$ cat config.mk
export PLATFORM = sky130hd
export DESIGN_NAME = spi_kb_rx
export DESIGN_NICKNAME = d
export VERILOG_FILES = /design/src/rtl/spi_kb_rx.sv
export SDC_FILE = /design/constraint.sdc
export NUM_CORES = 1
export LEC_CHECK = 0
export CORE_MARGIN = 3
export CORE_UTILIZATION = 39
export CTS_BUF_LIST = sky130_fd_sc_hd__clkbuf_2
export DETAILED_ROUTE_END_ITERATION = 10
export PLACE_DENSITY_LB_ADDON = 0.1
export SLEW_MARGIN = 20
export SYNTH_ARGS = -nofsm -noshare
export SYNTH_HDL_FRONTEND = slang
export SYNTH_SLANG_ARGS = --single-unit
$ cat constraint.sdc
create_clock -name clk -period 1.8 [get_ports clk]
set_input_delay 0.18 -clock clk [delete_from_list [all_inputs] [get_ports clk]]
set_output_delay 0.18 -clock clk [all_outputs]
set_load 0.01 [all_outputs]
$ cat src/rtl/spi_kb_rx.sv
// Receive-only SPI slave (mode 0, MSB first) for the keyboard controller link.
// Synchronizes the async SPI pins, detects sclk rises and emits completed bytes with a one-cycle strobe.
module spi_kb_rx #(
  parameter int SYNC_STAGES = 2,
  parameter int BITS        = 8
) (
  input  logic            clk,
  input  logic            rst_n,
  input  logic            spi_sclk,
  input  logic            spi_mosi,
  input  logic            spi_cs_n,
  output logic [BITS-1:0] rx_data,
  output logic            rx_done,
  output logic            rx_busy,
  output logic            frame_err
);

  localparam int CNT_W = (BITS > 1) ? $clog2(BITS) : 1;
  localparam logic [CNT_W-1:0] LAST_BIT = CNT_W'(BITS - 1);

  typedef enum logic {
    IDLE  = 1'b0,
    SHIFT = 1'b1
  } state_e;

  logic [SYNC_STAGES-1:0] sclk_sync_q;
  logic [SYNC_STAGES-1:0] mosi_sync_q;
  logic [SYNC_STAGES-1:0] cs_sync_q;
  logic                   sclk_prev_q;

  logic sclk_s;
  logic mosi_s;
  logic cs_n_s;
  logic sclk_rise;

  state_e           state_q,     state_d;
  logic [CNT_W-1:0] bit_cnt_q,   bit_cnt_d;
  logic [BITS-1:0]  shreg_q,     shreg_d;
  logic [BITS-1:0]  rx_data_q,   rx_data_d;
  logic             rx_done_q,   rx_done_d;
  logic             frame_err_q, frame_err_d;
  logic [BITS-1:0]  shifted;

  // Deselected pins idle as sclk low and cs_n high, so the chains reset to that.
  // NOTE: sequential state uses non-blocking assignments so every flop samples pre-edge values.
  always_ff @(posedge clk) begin
    if (!rst_n) begin
      sclk_sync_q <= '0;
      mosi_sync_q <= '0;
      cs_sync_q   <= '1;
      sclk_prev_q <= 1'b0;
    end else begin
      sclk_sync_q <= {sclk_sync_q[SYNC_STAGES-2:0], spi_sclk};
      mosi_sync_q <= {mosi_sync_q[SYNC_STAGES-2:0], spi_mosi};
      cs_sync_q   <= {cs_sync_q[SYNC_STAGES-2:0], spi_cs_n};
      sclk_prev_q <= sclk_s;
    end
  end

  assign sclk_s    = sclk_sync_q[SYNC_STAGES-1];
  assign mosi_s    = mosi_sync_q[SYNC_STAGES-1];
  assign cs_n_s    = cs_sync_q[SYNC_STAGES-1];
  assign sclk_rise = sclk_s & ~sclk_prev_q;
  assign shifted   = {shreg_q[BITS-2:0], mosi_s};

  // NOTE: every always_comb output gets a default first, so no path can infer a latch.
  always_comb begin
    state_d     = state_q;
    bit_cnt_d   = bit_cnt_q;
    shreg_d     = shreg_q;
    rx_data_d   = rx_data_q;
    rx_done_d   = 1'b0;
    frame_err_d = 1'b0;

    unique case (state_q)
      IDLE: begin
        if (!cs_n_s) begin
          state_d   = SHIFT;
          bit_cnt_d = '0;
        end
      end
      SHIFT: begin
        // Deselect takes priority over a coincident sclk rise; a partial byte is dropped.
        if (cs_n_s) begin
          state_d     = IDLE;
          frame_err_d = (bit_cnt_q != '0);
        end else if (sclk_rise) begin
          shreg_d   = shifted;
          bit_cnt_d = bit_cnt_q + CNT_W'(1);
          if (bit_cnt_q == LAST_BIT) begin
            rx_data_d = shifted;
            rx_done_d = 1'b1;
            bit_cnt_d = '0;
          end
        end
      end
      default: state_d = IDLE;
    endcase
  end

  always_ff @(posedge clk) begin
    if (!rst_n) begin
      state_q     <= IDLE;
      bit_cnt_q   <= '0;
      shreg_q     <= '0;
      rx_data_q   <= '0;
      rx_done_q   <= 1'b0;
      frame_err_q <= 1'b0;
    end else begin
      state_q     <= state_d;
      bit_cnt_q   <= bit_cnt_d;
      shreg_q     <= shreg_d;
      rx_data_q   <= rx_data_d;
      rx_done_q   <= rx_done_d;
      frame_err_q <= frame_err_d;
    end
  end

  assign rx_data   = rx_data_q;
  assign rx_done   = rx_done_q;
  assign frame_err = frame_err_q;
  assign rx_busy   = (state_q == SHIFT);

endmodule

**After elaboration in Yosys (flattened, before gate mapping)**

Cells that the tools add are included.

- Bits in registers: 28
- Bits in latches: 0
- Bits in writable memories: 0
- ROM bits: 0
- Output and inout bits: 11
- Word-level logic and storage cells: 34
- Memories kept: 0

- Add/subtract/negate cells: 1
- Multipliers: 0
- Divide/modulo/power cells: 0
- $lt $le $gt $ge: 0
- Equal/unequal tests: 4
- Shifts and indexed selects: 0
- Mux-type cells: 7
- Bitwise logic cells: 6
- Reductions and logical operators: 6

Operators by type and width:

| kind | count |
|---|---|
| 3-bit 2-to-1 mux | 4 |
| 3-bit AND reduction | 3 |
| 2-bit inequality test (second input constant) | 3 |
| 3-bit one-hot mux with 2 select lines | 1 |
| 1-bit NOT | 5 |
| 4-bit AND reduction | 1 |
| 4-bit OR reduction | 1 |
| 3-bit by 1-bit adder with 3-bit output (second input constant) | 1 |
| 3-bit equality test (second input constant) | 1 |
| 3-bit nonzero test | 1 |
| 1-bit 2-to-1 mux | 2 |
| 1-bit bitwise AND | 1 |

**Depth between registers and ports, before layout**

- Depth after elaboration: 5
- Gate-level depth with buffers: 5
- Mapped depth without buffers: 4

**Least setup slack after synthesis**

OpenSTA, ideal clock, no wires.

- Path type: reg-to-reg
- Start: register bit_cnt_q[0]
- End: register rx_data_q[0], in the netlist rx_data[0]
- Library setup time: 0.119 ns
- Data arrival time: 1.060 ns
- Data required time: 1.681 ns
- Setup slack: 0.621 ns
- Stages on the path, launching flop included: 6
- Path buffers: 1
- Cell sequence: dfxtp_1 -> ha_1 -> ha_1 -> and2_4 -> buf_6 -> mux2i_1

- Cells in the longest elaborated chain, start to end: 2

RTL lines:

| item | line | source |
|---|---|---|
| start, declared | 37 | `logic [CNT_W-1:0] bit_cnt_q, bit_cnt_d;` |
| start signal, assigned | 111 | `bit_cnt_q <= bit_cnt_d;` |
| 3-bit equality test | 90 | `if (bit_cnt_q == LAST_BIT) begin` |
| 4-bit AND reduction (no source line) | -- |  |
| end signal, assigned | 113 | `rx_data_q <= rx_data_d;` |
| end, declared | 39 | `logic [BITS-1:0] rx_data_q, rx_data_d;` |

No other way between the ends.
A chain may end at the register's enable or synchronous reset.

**Worst setup path in the final report**

- Start: register state_q, in the netlist rx_busy
- End: output port rx_busy

RTL lines:

| item | line | source |
|---|---|---|
| start, declared | 36 | `state_e state_q, state_d;` |
| start signal, assigned | 110 | `state_q <= state_d;` |
| end, declared | 14 | `output logic rx_busy,` |

No word-level cell between the ends.

==> results.cfg <==
[floorplanning]
fp.dieArea_um2 = 3354
die_x_um = 57.91
start_util_pct = 41.67
fp.dieH_um = 57.91
core_region_area_um2 = 2522
pin_count = 16
fp-row-count = 18

[grt]
grt_pass1_wl_um = 2415
antenna_found_initial = 0
gr-total-overflow = 0
grt_pass1_vias = 557
grt_max_degree = 21
grt.total_usage_pct = 9.458

[cts]
cts-resized-gates = 0
clk_latency_ns = 0.34
root_buffer = clkbuf_2
numClockSinks = 28
cts_buffers = 3
cts_tree = yes
clk_path_buf_depth = 2
htreeDepth = 1
clk_pin_slew_worst_paths_ns = 0.23
cts_setup_buffers = 0
holdBufCountCts = 0

[pwr]
finalPower_mw = 0.8819
power_density_nw_per_um2 = 715.6
ir_worst_vdd_uv = 504.9
power_leakage_nw = 0.4271

[timing]
setup_tns_ns = 0
period_share_pct = 83.43
slew_viol_final = 0
clock_skew_ns = 0.001785
setup_viol = 0
hold_viol = 0
slew_headroom_pct = 75.59
worst_pin_slew_ns = 0.3623
post-route-min-period_ns = 1.502
rsz0062_at_grt = false
max_freq_mhz = 665.9

[detailed_routing]
drt_pre_antenna_iters = 4
vias = 667
drt-initial-drc-count = 7
routedWlPerCell_um = 10.13
totalWireLength_um = 1459
drcViolationCount = 0
routed_via_density = 4.632
ant_nets = 0

[cells_and_area]
final_cells = 144
drive_above_1_share_pct = 7.018
areaGrowthSynthToFinish_pct = 17.26
fin_util_pct = 48.86
antenna_cells = 0
final_nets = 123
final_area_um2 = 1232

[setup_path]
ff2ff_path_depth = 3
worstPathRequired_ns = 1.62
crit_family = buffers and inverters
end_kind = primary output
path_depth = 1
start_kind = register
crit_fanout = 4
cpMaxStageDelayCell = clkdlybuf4s50_1
crit_arrival_ns = 1.32
path_cells = clkdlybuf4s50_1
crit_path_max_incr_delay_ns = 0.55
critPathBufInv = 1
path_class = reg -> out

[placement]
dp_cells = 140
dp_hpwl_um = 1044
dpl-instance-area_um2 = 1214
place_congestion = 0.6921
port_buffers = 15

[hold_path]
hold_path.class = in -> reg
min_path_cells = 2

[synthesis]
yosysSeqAreaShare_pct = 53.33
synthCells = 99
ys_types = 21
syn_nets = 107
ys_seq_elements = 28
synth_warnings = 0
synth.avg_cell_area_um2 = 10.62
syn-cell-area_um2 = 1051

[status]
status = complete, no violations

[job]
drv_cap = 0
-- cells by family (layout without fill, tap and decap cells) --
kind of cell,count (synthesis),count (layout),share of synthesized area (%)
and+or+nand+nor,39,39,20.12
DFF,28,28,53.33
muxes,15,15,14.29
buffers and inverters,9,24,4.881
AOI/OAI and AO/OA,5,5,3.809
adders and majority gates,3,3,3.572
-- layout by cell type, fill, tap and decap left out, types with 2 or more instances in the layout --
| cell | count |
|---|---|
| clkbuf_2 | 3 |
| nand2b_1 | 2 |
| a32o_1 | 3 |
| nor2b_1 | 7 |
| mux2i_1 | 15 |
| buf_4 | 2 |
| clkdlybuf4s50_1 | 15 |
| nand2_1 | 18 |
| ha_1 | 3 |
| dfxtp_1 | 28 |
| and2_1 | 5 |
| inv_1 | 3 |
-- worst register-to-register path, stage by stage, from the launching register on --
cell	delay (ns)
dfxtp_1	0.38
and4bb_4	0.44
and2_4	0.28
mux2i_1	0.21
-- per-layer routing --
metal | wire length [µm] | track usage [%] | part of all wire [%]
met2 | 635 | 14.52 | 44
met4 | 13 | 2.980 | 0.89
met1 | 725 | 11.62 | 50
met3 | 84 | 4.677 | 5.8
met5 | 0 | 0 | 0
-- synth_stat cells --
library cell | count | area [µm²]
dfxtp_1 | 28 | 560.5
nand2_1 | 18 | 67.56
mux2i_1 | 15 | 150.1
nor2b_1 | 7 | 43.79
and2_1 | 5 | 31.28
a32o_1 | 3 | 30.03
ha_1 | 3 | 37.54
inv_1 | 3 | 11.26
buf_2 | 2 | 10.01
buf_6 | 2 | 22.52
clkbuf_1 | 2 | 7.510
nand2b_1 | 2 | 12.51
a21oi_1 | 1 | 5.000
and2_4 | 1 | 8.760
and2b_1 | 1 | 7.510
and2b_2 | 1 | 8.760
and3_1 | 1 | 6.260
and4bb_4 | 1 | 16.27
nand3_1 | 1 | 5.000
nor2_1 | 1 | 3.750
o21ai_0 | 1 | 5.000
-- sequential cells by signal (all words and copies together), names as in the netlist --
register / count
frame_err: 1
sclk_sync_q: 2
bit_cnt_q: 3
mosi_sync_q: 2
cs_sync_q: 2
shreg_q: 7
rx_data: 8
sclk_prev_q: 1
rx_done: 1
rx_busy: 1
-- power by group --
group	total, mW	switching, mW	internal, mW	leakage [nW]
sequential	0.632	0.00311	0.629	0.227
clock	0.215	0.167	0.0483	0.0140
combinational	0.0343	0.0151	0.0192	0.186
-- final timing paths --
check	startpoint	to	slack (ns)
setup / recovery	rx_busy	rx_busy	0.30
hold / removal	spi_cs_n	cs_sync_q[0]	0.36
setup reg to reg	cs_sync_q[1]	rx_data[0]	0.44
hold reg to reg	cs_sync_q[0]	cs_sync_q[1]	0.44
-- final cells by class --
class / instances / area (µm²)
Inverter: 3 / 11.26
Clock inverter: 1 / 3.754
Tap cell: 30 / 37.54
Timing Repair Buffer: 17 / 165.2
Multi-Input combinational cell: 62 / 439.2
Clock buffer: 3 / 15.01
Fill cell: 257 / 1290
Sequential cell: 28 / 560.5
-- stage by stage --
step / setup slack [ns] / hold WS (ns)
after floorplan: 0.6213 / 0.2815
after global placement: 0.4814 / 0.3960
after detailed placement: 0.4487 / 0.3933
after CTS: 0.2508 / 0.3250
after global routing: 0.2025 / 0.3312
final: 0.2982 / 0.3598
Note: power is estimated with default switching activity, not from simulation.
